`src/rtl/lock_pkg.sv`:
```
// Shared types and helpers for the combination lock.
package lock_pkg;

  localparam int DIGIT_W  = 2;
  localparam int CODE_LEN = 4;
  localparam int NUM_BTN  = 4;

  typedef enum logic [1:0] {
    IDLE,
    ENTRY,
    UNLOCKED,
    LOCKOUT
  } state_e;

  // Decoded button pulse: valid only when exactly one button fired.
  typedef struct packed {
    logic               valid;
    logic [DIGIT_W-1:0] idx;
  } btn_dec_t;

  function automatic btn_dec_t onehot_idx(input logic [NUM_BTN-1:0] p);
    btn_dec_t r;
    r = '0;
    case (p)
      4'b0001: begin r.valid = 1'b1; r.idx = 2'd0; end
      4'b0010: begin r.valid = 1'b1; r.idx = 2'd1; end
      4'b0100: begin r.valid = 1'b1; r.idx = 2'd2; end
      4'b1000: begin r.valid = 1'b1; r.idx = 2'd3; end
      default: r = '0;
    endcase
    return r;
  endfunction

endpackage

```
`src/rtl/cycle_timer.sv`:
```
// Loadable down-counter; done is high while the count sits at zero.
module cycle_timer #(
  parameter int W = 8
) (
  input  logic         clk,
  input  logic         rst_n,
  input  logic         load,
  input  logic [W-1:0] load_val,
  output logic         done
);

  logic [W-1:0] count;

  // Load wins; otherwise count down and park at zero.
  always_ff @(posedge clk) begin
    if (!rst_n)              count <= '0;
    else if (load)           count <= load_val;
    else if (count != '0)    count <= count - 1'b1;
  end

  assign done = (count == '0);

endmodule

```
`src/rtl/combo_lock_fsm.sv`:
```
// Four-digit combination lock driven by debounced one-shot button pulses.
module combo_lock_fsm
  import lock_pkg::*;
#(
  parameter logic [7:0] CODE           = 8'b11_10_01_00,
  parameter int         MAX_FAIL       = 3,
  parameter int         UNLOCK_CYCLES  = 100_000_000,
  parameter int         LOCKOUT_CYCLES = 500_000_000,
  parameter int         ENTRY_TIMEOUT  = 300_000_000
) (
  input  logic       clk,
  input  logic       rst_n,
  input  logic [3:0] btn_pulse,
  output logic       unlocked,
  output logic       locked_out,
  output logic       err_pulse,
  output logic [2:0] digit_count,
  output logic [1:0] fail_count
);

  localparam int MAX_UL  = (UNLOCK_CYCLES > LOCKOUT_CYCLES) ? UNLOCK_CYCLES : LOCKOUT_CYCLES;
  localparam int MAX_CYC = (MAX_UL > ENTRY_TIMEOUT) ? MAX_UL : ENTRY_TIMEOUT;
  localparam int TW      = $clog2(MAX_CYC) + 1;

  // Timer counts N-1 down to 0, so a timed state spans exactly N cycles.
  localparam logic [TW-1:0] LD_UNLOCK = TW'(UNLOCK_CYCLES - 1);
  localparam logic [TW-1:0] LD_LOCK   = TW'(LOCKOUT_CYCLES - 1);
  localparam logic [TW-1:0] LD_ENTRY  = TW'(ENTRY_TIMEOUT - 1);

  state_e        state;
  logic          mismatch;
  btn_dec_t      dec;
  logic          any_pulse, digit_bad, mm_next, last_digit, to_lock;
  logic [1:0]    fail_inc;
  logic          tmr_load, tmr_done;
  logic [TW-1:0] tmr_val;

  assign dec        = onehot_idx(btn_pulse);
  assign any_pulse  = |btn_pulse;
  // Multi-hot presses count as a digit but can never match.
  assign digit_bad  = !dec.valid || (dec.idx != CODE[{digit_count[1:0], 1'b0} +: DIGIT_W]);
  assign mm_next    = mismatch | digit_bad;
  assign last_digit = (digit_count == 3'(CODE_LEN - 1));
  assign fail_inc   = (fail_count == 2'(MAX_FAIL)) ? fail_count : fail_count + 2'd1;
  assign to_lock    = (fail_inc == 2'(MAX_FAIL));

  // Timer reload: every accepted digit restarts the entry timeout, and the
  // final digit arms the unlock or lockout duration.
  always_comb begin
    tmr_load = 1'b0;
    tmr_val  = LD_ENTRY;
    case (state)
      IDLE:  tmr_load = any_pulse;
      ENTRY: begin
        if (any_pulse) begin
          if (!last_digit) begin
            tmr_load = 1'b1;
          end else if (!mm_next) begin
            tmr_load = 1'b1;
            tmr_val  = LD_UNLOCK;
          end else if (to_lock) begin
            tmr_load = 1'b1;
            tmr_val  = LD_LOCK;
          end
        end
      end
      default: ;
    endcase
  end

  cycle_timer #(.W(TW)) u_timer (
    .clk      (clk),
    .rst_n    (rst_n),
    .load     (tmr_load),
    .load_val (tmr_val),
    .done     (tmr_done)
  );

  // Lock state machine with registered status outputs.
  always_ff @(posedge clk) begin
    if (!rst_n) begin
      state       <= IDLE;
      mismatch    <= 1'b0;
      unlocked    <= 1'b0;
      locked_out  <= 1'b0;
      err_pulse   <= 1'b0;
      digit_count <= '0;
      fail_count  <= '0;
    end else begin
      err_pulse <= 1'b0;
      case (state)
        IDLE: begin
          if (any_pulse) begin
            mismatch    <= digit_bad;
            digit_count <= 3'd1;
            state       <= ENTRY;
          end
        end
        ENTRY: begin
          // A pulse on the timeout edge still counts as a digit.
          if (any_pulse) begin
            if (last_digit) begin
              digit_count <= '0;
              mismatch    <= 1'b0;
              if (!mm_next) begin
                state      <= UNLOCKED;
                unlocked   <= 1'b1;
                fail_count <= '0;
              end else begin
                err_pulse  <= 1'b1;
                fail_count <= fail_inc;
                if (to_lock) begin
                  state      <= LOCKOUT;
                  locked_out <= 1'b1;
                end else begin
                  state <= IDLE;
                end
              end
            end else begin
              mismatch    <= mm_next;
              digit_count <= digit_count + 3'd1;
            end
          end else if (tmr_done) begin
            state       <= IDLE;
            digit_count <= '0;
            mismatch    <= 1'b0;
          end
        end
        UNLOCKED: begin
          if (tmr_done) begin
            state    <= IDLE;
            unlocked <= 1'b0;
          end
        end
        LOCKOUT: begin
          if (tmr_done) begin
            state      <= IDLE;
            locked_out <= 1'b0;
            fail_count <= '0;
          end
        end
        default: state <= IDLE;
      endcase
    end
  end

endmodule

```
`config.mk`:
```
export PLATFORM = sky130hd
export DESIGN_NAME = combo_lock_fsm
export DESIGN_NICKNAME = d
export VERILOG_FILES = /design/src/rtl/lock_pkg.sv /design/src/rtl/cycle_timer.sv /design/src/rtl/combo_lock_fsm.sv
export SDC_FILE = /design/constraint.sdc
export NUM_CORES = 1
export LEC_CHECK = 0
export ABC_AREA = 1
export CAP_MARGIN = 20
export CELL_PAD_IN_SITES_DETAIL_PLACEMENT = 1
export CELL_PAD_IN_SITES_GLOBAL_PLACEMENT = 2
export CORE_MARGIN = 8
export CORE_UTILIZATION = 37
export CTS_CLUSTER_SIZE = 10
export DETAILED_ROUTE_END_ITERATION = 12
export DONT_BUFFER_PORTS = 1
export GPL_TIMING_DRIVEN = 0
export PLACE_DENSITY = 0.83
export REMOVE_ABC_BUFFERS = 1
export SLEW_MARGIN = 10
export SYNTH_ARGS = -nofsm -noshare
export SYNTH_HDL_FRONTEND = slang
export SYNTH_HIERARCHICAL = 1
export SYNTH_SLANG_ARGS = --single-unit
```
`constraint.sdc`:
```
create_clock -name clk -period 5.05 [get_ports clk]
set_input_delay 1.01 -clock clk [delete_from_list [all_inputs] [get_ports clk]]
set_output_delay 1.01 -clock clk [all_outputs]
set_load 0.005 [all_outputs]
```
Word-level counts from Yosys, hierarchy flattened
Cells that the tools add are included.
Operators by class
  add/sub/neg operators: 3
  equal/unequal tests: 21
  shift operators: 1
  muxes and demuxes: 46
  bitwise operators: 1
  reduce and logical (&&, ||, !) cells: 17
Operators with widths (count)
  $mux W29: 4
  $mux W30: 2
  $logic_not A30 Y1: 1
  $reduce_bool A30 Y1: 1
  $sub A30 B1 Y30 const B: 1
  $mux W28: 1
  $mux W2: 11
  $mux W1: 16
  $ne A2 B2 Y1 const B: 8
  $mux W3: 4
  $pmux W3 S4: 1
  $eq A2 B2 Y1 const B: 4
  $pmux W1 S2: 4
  $reduce_and A4 Y1: 2
  $reduce_bool A2 Y1: 4
  $shiftx A8 B4 Y2 const A: 1
  $ne A3 B3 Y1 const B: 2
  $pmux W2 S3: 1
  $pmux W3 S2: 1
  $reduce_and A6 Y1: 1
  $reduce_and A5 Y1: 1
  $eq A4 B1 Y1 const B: 1
  $eq A4 B2 Y1 const B: 1
  $eq A4 B3 Y1 const B: 1
  15 further kinds: 15
Word-level totals
  bits in registers: 41
  bits of input ports: 6
  output and inout port bits: 8
  logic and storage cells: 97

Depth between registers and ports, before layout
  depth after elaboration: 10
  depth in mapped cells: 15
  mapped depth without buffers: 14

Cells and area by module
The synthesis kept the hierarchy.
By module, submodules not included
  cycle_timer: instances 1, cells each 333, area an instance 2010.7 um2, sequential area each 600.6 um2
  combo_lock_fsm: instances 1, cells each 117, area an instance 769.5 um2, sequential area each 220.2 um2

Worst setup path before layout
OpenSTA, ideal clock, no wires.
  kind: input port to flip-flop
  start: in btn_pulse[2]
  end: reg u_timer.count[10]
  setup time: 71 ps
  arrival: 2479 ps
  data required time: 4979 ps
  slack: 2500 ps
  stages: 11
  path buffers: 2
  path through: nor2_2 > nand4_1 > nand2_1 > nand4_4 > nand2_1 > o21bai_1 > inv_1 > buf_2 > clkbuf_1 > nand2_1 > a21oi_1
On the way
  word-level cells in the longest chain between the ends: 10
  elaborated cells on any way between the ends: 20
  those cells by class: 5 x eq/ne; 10 x mux; 1 x bitwise; 4 x reduce/logical
RTL lines
  start, declared: RTL line combo_lock_fsm.sv:13  | input logic [3:0] btn_pulse,
  $eq A4 B4 Y1 (tied with other cells): RTL line lock_pkg.sv:24  | case (p)
  $pmux W3 S4: RTL line lock_pkg.sv:24
  $ne A2 B2 Y1 or $logic_not A1 Y1 (tied branches): RTL line combo_lock_fsm.sv:41  | assign digit_bad = !dec.valid || (dec.idx != CODE[{digit_count[1:0], 1'b0} +: DIGIT_W]);
  $logic_or A1 B1 Y1: RTL line combo_lock_fsm.sv:41
  $or A1 B1 Y1: RTL line combo_lock_fsm.sv:42  | assign mm_next = mismatch | digit_bad;
  $mux W1: RTL line combo_lock_fsm.sv:58  | end else if (!mm_next) begin
  $mux W1: RTL line combo_lock_fsm.sv:56  | if (!last_digit) begin
  $mux W1: RTL line combo_lock_fsm.sv:55  | if (any_pulse) begin
  $pmux W1 S2 (*): RTL line combo_lock_fsm.sv:52  | case (state)
  named net tmr_load: RTL line combo_lock_fsm.sv:35  | logic tmr_load, tmr_done;
  $mux W30 or $reduce_bool A2 Y1 (tied branches)
  end signal, assigned: RTL line cycle_timer.sv:17  | else if (load) count <= load_val;
  end signal, assigned: RTL line cycle_timer.sv:18  | else if (count != '0) count <= count - 1'b1;
  end, declared: RTL line cycle_timer.sv:12  | logic [W-1:0] count;
Mark *: on every way through the listed nets, which the timed path passes. The rest lies on a longest branch.
A chain may end at the register's enable or synchronous reset.

Worst setup path in the final report
  start: in btn_pulse[2]
  end: reg u_timer.count[6]
Same word-level chain as after synthesis.

==> impl_summary.log <==
INFO  metric gpl.final_weighted_congestion = 0.904
INFO  metric switching_share = 37.8%
INFO  metric skew = 0.0111 ns
INFO  metric num-fill-cells = 1011
INFO  metric status = completed
INFO  metric cp.required = 5.28 ns
INFO  metric report.power.total = 0.00101 W
INFO  metric netlist.area_leader.share = 29.5%
INFO  metric most_frequent_cell_after_synthesis = sky130_fd_sc_hd__nand2_1
INFO  metric antenna_violations_before_repair = 0
INFO  metric wl = 7880 um
INFO  metric detailedRoute.firstPassIterationCount = 4
INFO  metric worstSetupPathType = input pin to flop
INFO  metric latest_clock_arrival_within_the_worst_skew_pair = 0.30 ns
INFO  metric setup_violations = 0
INFO  metric ys_ff_latch = 41
INFO  metric synth.top_cells.by_area = sky130_fd_sc_hd__dfxtp_1 (30%), sky130_fd_sc_hd__nand2_1 (18%), sky130_fd_sc_hd__nor2_1 (12%)
INFO  metric p_seq_share = 39.9%
INFO  metric post-cts-setup-buffer-count = 0
INFO  metric numPortBuffers = 0
INFO  metric cts_hold_buffers = 0
INFO  metric detail_route.drc_violations = 0
INFO  metric synth-seq-area-share = 29.5%
INFO  metric cellPowerDensity = 331 nW/um2
INFO  metric layout-drive-gt1-share = 8.74%
INFO  metric cts_sinks = 41
INFO  metric gr-total-overflow = 0
INFO  metric period_share = 66.8%
INFO  metric post_synth_edffs = 0
INFO  metric antenna_left = 0
INFO  metric detail_route.wl_per_cell = 13.9 um
INFO  metric synth-warning-count = 6
INFO  metric dr.first_iter.drc_count = 103
INFO  metric synthCells = 450
INFO  metric yosys.cell_types.count = 38
INFO  metric hp-class = flop to flop
INFO  metric final_nets = 476
INFO  metric timing_max_transition_violations_final = 0
INFO  metric synth_area = 2780 um2
INFO  metric rsz0062_at_grt = no
INFO  metric worst_setup_hold_path_clk_slew = 0.09 ns
INFO  metric slew_headroom = 37.5%
INFO  metric worst_pin_slew = 0.936 ns
INFO  metric switching_power = 0.000383 W
INFO  metric core_region_area = 7250 um2
INFO  metric die_width = 103 um
INFO  metric cts-buffers-inserted = 5
INFO  metric grt_max_degree = 26
INFO  metric first_global_vias = 2893
INFO  metric via_per_inst = 4.84
INFO  metric endpoint_type_of_the_worst_setup_path = flop
INFO  metric achievable-frequency = 0.297 GHz
INFO  metric p_int = 0.000630 W
INFO  metric cap_violations = 0
INFO  metric setup.worst_path.start_class = input pin
INFO  metric die_height = 103 um
INFO  metric vias = 2750
INFO  metric combinationalPowerShare = 32.1%
INFO  metric r2r_slack = 2.03 ns
INFO  metric path_max_fanout = 19
INFO  metric maximum_vdd_ir_drop = 162 uV
INFO  metric ios = 14
INFO  metric cts_tree = done
INFO  metric cts-root-buf = sky130_fd_sc_hd__clkbuf_8
INFO  metric area_growth_syn_to_layout = 10.2%
INFO  metric floorplan.rows = 31
INFO  metric grt_pass1_wl = 13500 um
INFO  metric postSynthAreaPerCell = 6.18 um2
INFO  metric setup-tns-final = 0 ns
INFO  metric critPathArrivalTime = 3.60 ns
INFO  metric clock_path_buffers = 2
INFO  metric start_util = 38.3%
INFO  metric synthArstFlopShare = 0%
INFO  metric post_cts_resize_count = 0
INFO  metric antenna-diode-count = 0
INFO  metric groute.usage.overall = 16.3%
INFO  metric postSynth.topFlopCell = sky130_fd_sc_hd__dfxtp_1
INFO  metric clockPowerShare = 28.0%
INFO  metric netlist.top_cell.by_area = sky130_fd_sc_hd__dfxtp_1
INFO  metric layout_min_cycle_time = 3.37 ns
INFO  metric cts.htree.levels = 2
INFO  metric hpwl = 6230 um
INFO  metric synth_top_cells_by_count = sky130_fd_sc_hd__nand2_1 (134), sky130_fd_sc_hd__nor2_1 (87), sky130_fd_sc_hd__inv_1 (46)
INFO  metric dieArea = 10500 um2
INFO  metric static-leakage-power = 1.40 nW
INFO  metric final_hold_viol_count = 0
[layout make-up]
cell class | instances | area [um2] | share of cell area [%]
clock buffers | 7 | 86.3 | 2.82
clock inverters | 1 | 30.0 | 0.980
inverters | 50 | 193 | 6.29
multi-input cells | 369 | 1800 | 58.6
flip-flops and latches | 41 | 821 | 26.8
well taps | 99 | 124 | 4.04
repair buffers | 1 | 15.0 | 0.490
[registers in the layout, summed over array words and instances (netlist names)]
name,count
u_timer/count,30
digit_count,3
fail_count,2
state,2
err_pulse,1
locked_out,1
mismatch,1
unlocked,1
[through the flow]
| stage | hold slack (ns) | area (um2) | cells | setup WS (ns) | util, % |
|---|---|---|---|---|---|
| after detailed placement | 0.473 | 2950 | 560 | 1.25 | 40.6 |
| after floorplan | 0.442 | 2810 | 460 | 1.83 | - |
| after CTS | 0.485 | 3060 | 568 | 1.58 | 42.2 |
| after global placement | 0.466 | 2930 | 559 | 0.718 | 40.4 |
| final | 0.476 | 3060 | 568 | 1.68 | 42.2 |
| after global routing | 0.509 | 3060 | 568 | 1.28 | 42.2 |
[critical path, stage by stage]
cell                       delay (ns)
sky130_fd_sc_hd__nor2_2          0.15
sky130_fd_sc_hd__nand4_1         0.11
sky130_fd_sc_hd__nand2_1         0.13
sky130_fd_sc_hd__nand4_4         0.15
sky130_fd_sc_hd__nand2_1         0.15
sky130_fd_sc_hd__o21bai_1        0.07
sky130_fd_sc_hd__inv_1           0.48
sky130_fd_sc_hd__clkinv_1        0.70
sky130_fd_sc_hd__nand2_1         0.34
sky130_fd_sc_hd__nand2_1         0.17
sky130_fd_sc_hd__a21oi_1         0.15
[layer usage]
metal / part of all wire, % / track usage (%) / vias to the layer above
met2: 50 / 29.9 / 18
met1: 46 / 18.8 / 1302
met5: 0 / 0 / -
met3: 2.5 / 3.11 / 4
met4: 0.88 / 4.18 / 0
li1: - / - / 1426
[cells by family after synthesis]
group,share of synthesized area [%]
and+or+nand+nor,44.9
buffers and inverters,8.19
AOI/OAI and AO/OA,11.1
DFF,29.5
xor gates and xnor gates,4.73
adders and majority gates,0.900
other,0.270
muxes,0.360
[power by group through the flow]
stage | Sequential [W] | Clock [W] | Combinational (W)
global route | 0.000413 | 0.000306 | 0.000373
global placement | 0.000412 | 0 | 0.000314
floorplan | 0.000399 | 0 | 0.000257
detailed placement | 0.000413 | 0 | 0.000328
finish | 0.000404 | 0.000284 | 0.000325
CTS | 0.000406 | 0.000295 | 0.000329
[final timing paths]
check,startpoint,end,depth (start not counted)
worst max register to register,digit_count[1]$_SDFFE_PN0P_,u_timer/count[6]$_SDFFE_PN0P_,12
worst min-delay path,digit_count[2]$_SDFFE_PN0P_,digit_count[2]$_SDFFE_PN0P_,2
worst max-delay path,btn_pulse[2],u_timer/count[6]$_SDFFE_PN0P_,11
worst min register to register,digit_count[2]$_SDFFE_PN0P_,digit_count[2]$_SDFFE_PN0P_,2
[layout by cell type, fill, tap and decap left out, types with 4 or more instances in the layout]
master / count
sky130_fd_sc_hd__a21oi_1: 30
sky130_fd_sc_hd__clkbuf_8: 6
sky130_fd_sc_hd__conb_1: 19
sky130_fd_sc_hd__dfxtp_1: 41
sky130_fd_sc_hd__inv_1: 46
sky130_fd_sc_hd__nand2_1: 134
sky130_fd_sc_hd__nand2_2: 7
sky130_fd_sc_hd__nand3_1: 18
sky130_fd_sc_hd__nand4_1: 8
sky130_fd_sc_hd__nor2_1: 87
sky130_fd_sc_hd__nor2_2: 4
sky130_fd_sc_hd__nor2_4: 6
sky130_fd_sc_hd__o21ai_0: 14
sky130_fd_sc_hd__xnor2_1: 8
sky130_fd_sc_hd__xor2_1: 7
(Power assumes the default switching activity.)
